==> src/rtl/clock_pkg.sv <==
// Shared widths, field limits and press bundle for the 12-hour time-of-day clock.
package clock_pkg;

    localparam int SEC_W = 6;
    localparam int MIN_W = 6;
    localparam int HR_W  = 5;

    localparam logic [SEC_W-1:0] SEC_MAX      = 6'd59;
    localparam logic [MIN_W-1:0] MIN_MAX      = 6'd59;
    localparam logic [HR_W-1:0]  HR_FIRST     = 5'd1;
    localparam logic [HR_W-1:0]  HR_LAST      = 5'd12;
    localparam logic [HR_W-1:0]  HR_AMPM_FLIP = 5'd11;

    localparam logic AM = 1'b0;
    localparam logic PM = 1'b1;

    // One-cycle press pulses from the three buttons.
    typedef struct packed {
        logic min;
        logic hr;
        logic ampm;
    } press_t;

    // Increment with wrap for the minute field.
    function automatic logic [MIN_W-1:0] min_next(input logic [MIN_W-1:0] value);
        return (value == MIN_MAX) ? '0 : value + 6'd1;
    endfunction

    // Increment with wrap for the 12-hour field (12 is followed by 1).
    function automatic logic [HR_W-1:0] hr_next(input logic [HR_W-1:0] value);
        return (value == HR_LAST) ? HR_FIRST : value + 5'd1;
    endfunction

endpackage

==> src/rtl/clock_btn_edge.sv <==
// Rising-edge detector for one debounced, synchronised push button.
module clock_btn_edge (
    input  logic clk,
    input  logic rst,
    input  logic btn,
    output logic press
);

    logic prev;

    // Remember last cycle's button level; cleared so a button already high after reset counts.
    always_ff @(posedge clk) begin
        if (rst) begin
            prev <= 1'b0;
        end else begin
            prev <= btn;
        end
    end

    // The press is consumed at the same edge by the time registers, so it stays combinational.
    assign press = btn & ~prev;

endmodule

==> src/rtl/clock.sv <==
// 12-hour time-of-day clock with prescaled seconds and set buttons for minutes, hours and AM/PM.
module clock
    import clock_pkg::*;
#(
    parameter int TICKS_PER_SEC = 1,
    parameter int CNT_W         = $clog2(TICKS_PER_SEC) + 1
) (
    input  logic             clk,
    input  logic             rst,
    input  logic             set_min,
    input  logic             set_hr,
    input  logic             set_AMPM,
    output logic [SEC_W-1:0] sec,
    output logic [MIN_W-1:0] min,
    output logic [HR_W-1:0]  hr,
    output logic             AMPM
);

    localparam logic [CNT_W-1:0] CNT_LAST = CNT_W'(TICKS_PER_SEC - 1);
    localparam logic [CNT_W-1:0] CNT_ONE  = CNT_W'(1);

    logic [CNT_W-1:0] cnt;
    logic             tick;
    press_t           press;
    logic             any_press;

    clock_btn_edge u_edge_min (
        .clk   (clk),
        .rst   (rst),
        .btn   (set_min),
        .press (press.min)
    );

    clock_btn_edge u_edge_hr (
        .clk   (clk),
        .rst   (rst),
        .btn   (set_hr),
        .press (press.hr)
    );

    clock_btn_edge u_edge_ampm (
        .clk   (clk),
        .rst   (rst),
        .btn   (set_AMPM),
        .press (press.ampm)
    );

    assign tick      = (cnt == CNT_LAST);
    assign any_press = press.min | press.hr | press.ampm;

    // Prescaler: free-running 0..TICKS_PER_SEC-1, unaffected by button presses.
    always_ff @(posedge clk) begin
        if (rst) begin
            cnt <= '0;
        end else if (tick) begin
            cnt <= '0;
        end else begin
            cnt <= cnt + CNT_ONE;
        end
    end

    // Time registers: button presses win over the tick, whose second is then simply lost.
    always_ff @(posedge clk) begin
        if (rst) begin
            sec  <= '0;
            min  <= '0;
            hr   <= HR_LAST;
            AMPM <= AM;
        end else if (any_press) begin
            if (press.min) begin
                min <= min_next(min);
            end
            if (press.hr) begin
                hr <= hr_next(hr);
            end
            if (press.ampm) begin
                AMPM <= (AMPM == AM) ? PM : AM;
            end
        end else if (tick) begin
            if (sec != SEC_MAX) begin
                sec <= sec + 6'd1;
            end else begin
                sec <= '0;
                if (min != MIN_MAX) begin
                    min <= min + 6'd1;
                end else begin
                    min <= '0;
                    hr  <= hr_next(hr);
                    // Crossing 11:59:59 into 12:00:00 is where the half-day changes.
                    if (hr == HR_AMPM_FLIP) begin
                        AMPM <= (AMPM == AM) ? PM : AM;
                    end
                end
            end
        end
    end

endmodule

==> config.mk <==
export PLATFORM = sky130hd
export DESIGN_NAME = clock
export DESIGN_NICKNAME = d
export VERILOG_FILES = /design/src/rtl/clock_pkg.sv /design/src/rtl/clock_btn_edge.sv /design/src/rtl/clock.sv
export SDC_FILE = /design/constraint.sdc
export NUM_CORES = 1
export LEC_CHECK = 0
export ABC_AREA = 1
export BUFFER_PORTS_ARGS = -buffer_cell sky130_fd_sc_hd__buf_2
export CAP_MARGIN = 20
export CORE_UTILIZATION = 58
export DETAILED_ROUTE_END_ITERATION = 10
export PLACE_DENSITY = 0.92
export SKIP_CTS_REPAIR_TIMING = 1
export SLEW_MARGIN = 20
export SYNTH_ARGS = -nofsm -noshare
export SYNTH_HDL_FRONTEND = slang
export SYNTH_SLANG_ARGS = --single-unit
==> constraint.sdc <==
create_clock -name clk -period 2.3 [get_ports clk]
set_clock_uncertainty 0.2 [all_clocks]
set_input_delay 0.46 -clock clk [delete_from_list [all_inputs] [get_ports clk]]
set_output_delay 0.46 -clock clk [all_outputs]
set_load 0.01 [all_outputs]
* Word-level counts from Yosys, hierarchy flattened *
Index checks and enable logic that the tools add are counted.

cells by class
  equality and inequality tests = 11
  bitwise logic cells = 10
  add/sub/neg operators = 4
  multiplexer cells = 20
  reductions and logical operators = 6

operators by type and width
  operator                                                               number
  6-bit two-way mux                                                      7
  5-bit two-way mux                                                      6
  6-bit by 1-bit adder with 6-bit output, second input constant          2
  6-bit != test, second input constant                                   2
  5-bit by 4-bit equality test with 1-bit output, second input constant  2
  2-bit by 1-bit != test with 1-bit output, second input constant        4
  1-bit two-way mux                                                      7
  6-bit equality test, second input constant                             1
  5-bit by 1-bit adder with 5-bit output, second input constant          1
  1-bit inverter                                                         5
  5-bit AND reduction                                                    1
  2-bit != test, second input constant                                   2
  4-bit AND reduction                                                    1
  1-bit bitwise AND                                                      3
  3-bit AND reduction                                                    1
  1-bit bitwise OR                                                       2
  2-bit AND reduction                                                    1
  2-bit nonzero test                                                     1
  2-bit OR reduction                                                     1
  1-bit adder, second input constant                                     1

word-level totals
  logic and storage cells = 59
  bits of input ports = 5
  output and inout bits = 18
  flip-flop bits (word level) = 22

* Logic depth before layout (Yosys ltp) *
  depth after elaboration = 6
  depth in mapped cells = 10
  gate-level depth less buffers = 10

* Modules after synthesis *
From an unflattened synthesis, not the netlist that was laid out.

second synthesis, totals
  cell total of the unflattened synthesis = 166
  area total of the unflattened synthesis = 1208.7 sq um

modules (own cells, without submodules)
  module          area an instance (sq um)  cells each  instances  sequential area each (sq um)
  clock           1114.8                    154         1          380.4
  clock_btn_edge  31.3                      4           3          20.0

* Worst setup path before layout *
Ideal clock, no wire load.

  path kind = register to register
  start point = reg min[0]
  end point = reg hr[0]
  required time = 1.987 ns
  path buffers = 0
  library setup time = 0.113 ns
  stages on the path, launching flop included = 9
  arrival time = 1.272 ns
  clock period less this slack = 1.585 ns
  setup slack = 0.715 ns
  cells stage by stage = dfxtp_1 -> ha_1 -> nand3_1 -> nor2_4 -> nand2_2 -> nand2_4 -> nand3_1 -> nor2_1 -> nor2_1

on the way
  cells in the longest elaborated chain, start to end = 3

ends and longest elaborated chain
  what                           RTL line     RTL
  start: declaration             clock.sv:14  output logic [MIN_W-1:0] min,
  start signal: assignment       clock.sv:71  min <= min_next(min);
  start signal: assignment       clock.sv:85  min <= min + 6'd1;
  6-bit != test                  clock.sv:84  if (min != MIN_MAX) begin
  2-bit != test (no line)        -
  4-bit AND reduction (no line)  -
  end signal: assignment         clock.sv:74  hr <= hr_next(hr);
  end signal: assignment         clock.sv:88  hr <= hr_next(hr);
  end: declaration               clock.sv:15  output logic [HR_W-1:0] hr,

Every way passes these cells.
A chain may end at the register's enable or synchronous reset.

* Worst setup path in the final report *
  start point = reg min[0]
  end point = reg hr[2]

The elaborated chain is that of the path after synthesis.

==> impl_metrics.csv <==
group,metric,value,unit
sta,max_freq,579,MHz
yosys,yosysWarnings,0,
global_route,first_global_vias,1041,
finish,stdcell_count,219,
sta,setup_slack,0.574,ns
cts,tritoncts,"done",
cts,cts_buffer_depth,2,
setup_path,path_max_fanout,7,
run_status,outcome,"finished, final reports clean",
finish,area_growth_syn_to_layout,14.7,%
yosys,synth_area_leaders,"dfxtp_1 35%, nand2_1 9.0%, nand3_1 7.6%",
detailed_routing,postRouteAntennaNets,0,
sta,drv_slew,0,
detailed_routing,vias_per_cell,5.30,
setup_path,path_cells,"ha_1 -> nand3_1 -> nor2_4 -> nand2_2 -> nand2_4 -> nand2_4 -> nand2_1 -> nand3_1",
die,die_h,48.4,µm
global_route,grt_antenna_before_repair,0,
cts,root_buffer,"clkbuf_4",
power,p_leak,0.639,nW
power,peakVddDrop,0.486,mV
yosys,synthCells,168,
setup_path,crit_path_end_kind,"flip-flop",
sta,final.min_clock_period,1.73,ns
power,power,0.824,mW
place,place.gp.congestion,0.801,
global_route,grt_use_met2,44.8,%
sta,finalCritPeriodShare,75.0,%
sta,rsz0062_at_grt,"false",
global_route,grt_usage,22.5,%
global_route,grt-busiest-layer,"met2",
die,initial_core_util,62.9,%
cts,clock_latency,0.31,ns
yosys,synth_area_per_cell,7.43,µm²
die,fp-row-count,16,
place,dpl.hpwl,1950,µm
global_route,overflow,0,
sta,finalSetupTns,0,ns
die,die_area,0.00234,mm²
power,p_per_area,576,mW/mm²
detailed_routing,drc,0,
cts,cts.sinks,22,
detailed_routing,drt_wl_total,2520,µm
die,fp.dieW,48.4,µm
sta,fin_hold_ws,0.165,ns
sta,hold_viol,0,
detailed_routing,drt-initial-drc-count,28,
setup_path,required,2.30,ns
finish,fin_nets,202,
yosys,synth_seq_cells,22,
place,post-place-cells,215,
run,cap_violations,0,
detailed_routing,avgRoutedWirePerCell,11.5,µm
cts,cts_made_buffers,3,
finish,drive_above_1_share,25.5,%
yosys,syn_nets,177,
setup_path,cp_slowest_cell,"dfxtp_1",
detailed_routing,vias,1160,
yosys,synth_top_area_cell,"dfxtp_1",
yosys,synth_top_area_share,35.3,%
place,place_ws,0.576,ns
global_route,grt_pass1_wl,4220,µm
setup_path,start_kind,"flip-flop",
cts,clk_pin_slew,0.12,ns
setup_path,critPathMaxStageDelay,0.41,ns
place,portBuffers,22,
yosys,ys_types,25,
finish,antenna_cells,0,
sta,setup_viol,0,
global_route,met1_usage,24.4,%
yosys,ys_seq_area_share,35.3,%
global_route,grt_start_max_net_pins,14,
detailed_routing,drtPass1Iterations,4,
setup_path,path_class,"flip-flop to flip-flop",
die,core-area,0.00198,mm²
min_path,min_path_type,"primary input to flip-flop",
cts,h-tree-depth,1,
yosys,syn_area,0.00125,mm²
die,num_io_pins,23,
global_route,use_met3,2.83,%
setup_path,critPathArrivalTime,1.73,ns
## cell usage in the layout (no fill, tap or decap)
| cell type | synthesis | layout |
|---|---|---|
| xnor2_1 | 2 | 2 |
| nand3_4 | 1 | 1 |
| nor2_1 | 19 | 19 |
| bufinv_16 | 0 | 1 |
| nand4_1 | 6 | 6 |
| nand3_1 | 19 | 19 |
| nor3_4 | 1 | 1 |
| nor2_4 | 4 | 4 |
| o21bai_1 | 1 | 1 |
| nand2_1 | 30 | 30 |
| a21oi_2 | 1 | 1 |
| o21ai_0 | 1 | 1 |
| nor2_2 | 3 | 3 |
| inv_1 | 19 | 19 |
| conb_1 | 1 | 1 |
| clkbuf_4 | 0 | 3 |
| nor3_1 | 2 | 2 |
| dfxtp_1 | 22 | 22 |
| nand2_2 | 6 | 6 |
| ha_1 | 4 | 4 |
| inv_2 | 1 | 1 |
| buf_2 | 1 | 22 |
| xor2_1 | 4 | 4 |
| nand2_4 | 5 | 5 |
| a21oi_1 | 13 | 13 |
| o21ai_2 | 1 | 1 |
## cells in the mapped netlist (all sizes together)
library cell and number:
nor3 3, dfxtp 22, conb 1, buf 2, nand3 20, xnor2 2, nor2 26, o21ai 2
ha 4, nand4 6, a21oi 14, inv 20, xor2 4, nand2 41, o21bai 1
## path summary, 6_finish.rpt
path / cells after the start / to / startpoint / slack, ns
hold reg to reg: 2 / hr[4] / hr[4] / 0.30
hold / removal: 3 / u_edge_min.prev / set_min / 0.16
setup / recovery: 8 / hr[2] / min[0] / 0.57
setup reg to reg: 8 / hr[2] / min[0] / 0.57
## cells by family after synthesis
family	after synthesis	synth area share, %
AO/OA/AOI/OAI	17	7.62
XOR/XNOR	6	4.21
adder cells (fa/ha/maj)	4	4.01
buffers and inverters	22	7.02
flip-flops	22	35.3
other	1	0.301
AND/OR/NAND/NOR	96	41.5
## layout make-up
cell class                 instances  area, µm²
multi-input combinational        124        719
fill                             175        551
sequential                        22        440
timing repair buffer              22        110
inverter                          20       75.1
tap                               27       33.8
clock inverter                     1       30.0
clock buffer                       3       22.5
## routing by layer
layer / vias up / part of all wire [%]
met5: - / 0
met4: 0 / 1.1
met3: 4 / 3.1
met2: 25 / 54
met1: 546 / 42
li1: 585 / -
## power breakdown
| group | leakage, nW | total, mW | internal (mW) | switching (mW) |
|---|---|---|---|---|
| registers | 0.180 | 0.416 | 0.397 | 0.0184 |
| clock network | 0.0279 | 0.294 | 0.176 | 0.118 |
| logic | 0.431 | 0.114 | 0.0412 | 0.0730 |
## state kept, by name (all words and copies together) (netlist names)
| signal | flops |
|---|---|
| min | 6 |
| cnt | 1 |
| u_edge_hr.prev | 1 |
| hr | 5 |
| sec | 6 |
| u_edge_ampm.prev | 1 |
| AMPM | 1 |
| u_edge_min.prev | 1 |
## metrics by stage
step / instance area (µm²) / utilization [%]
final: 1430 / 72.2
after floorplan: 1250 / -
after global routing: 1430 / 72.2
after detailed placement: 1380 / 69.6
after global placement: 1380 / 69.6
after CTS: 1430 / 72.2
## worst max-delay path: cells and delay by family, from the launching register on
kind	cells	cell delay [ns]
simple gates	7	0.78
fa+ha+maj	1	0.23
flops	1	0.41
Note: power is estimated with default switching activity, not from simulation.
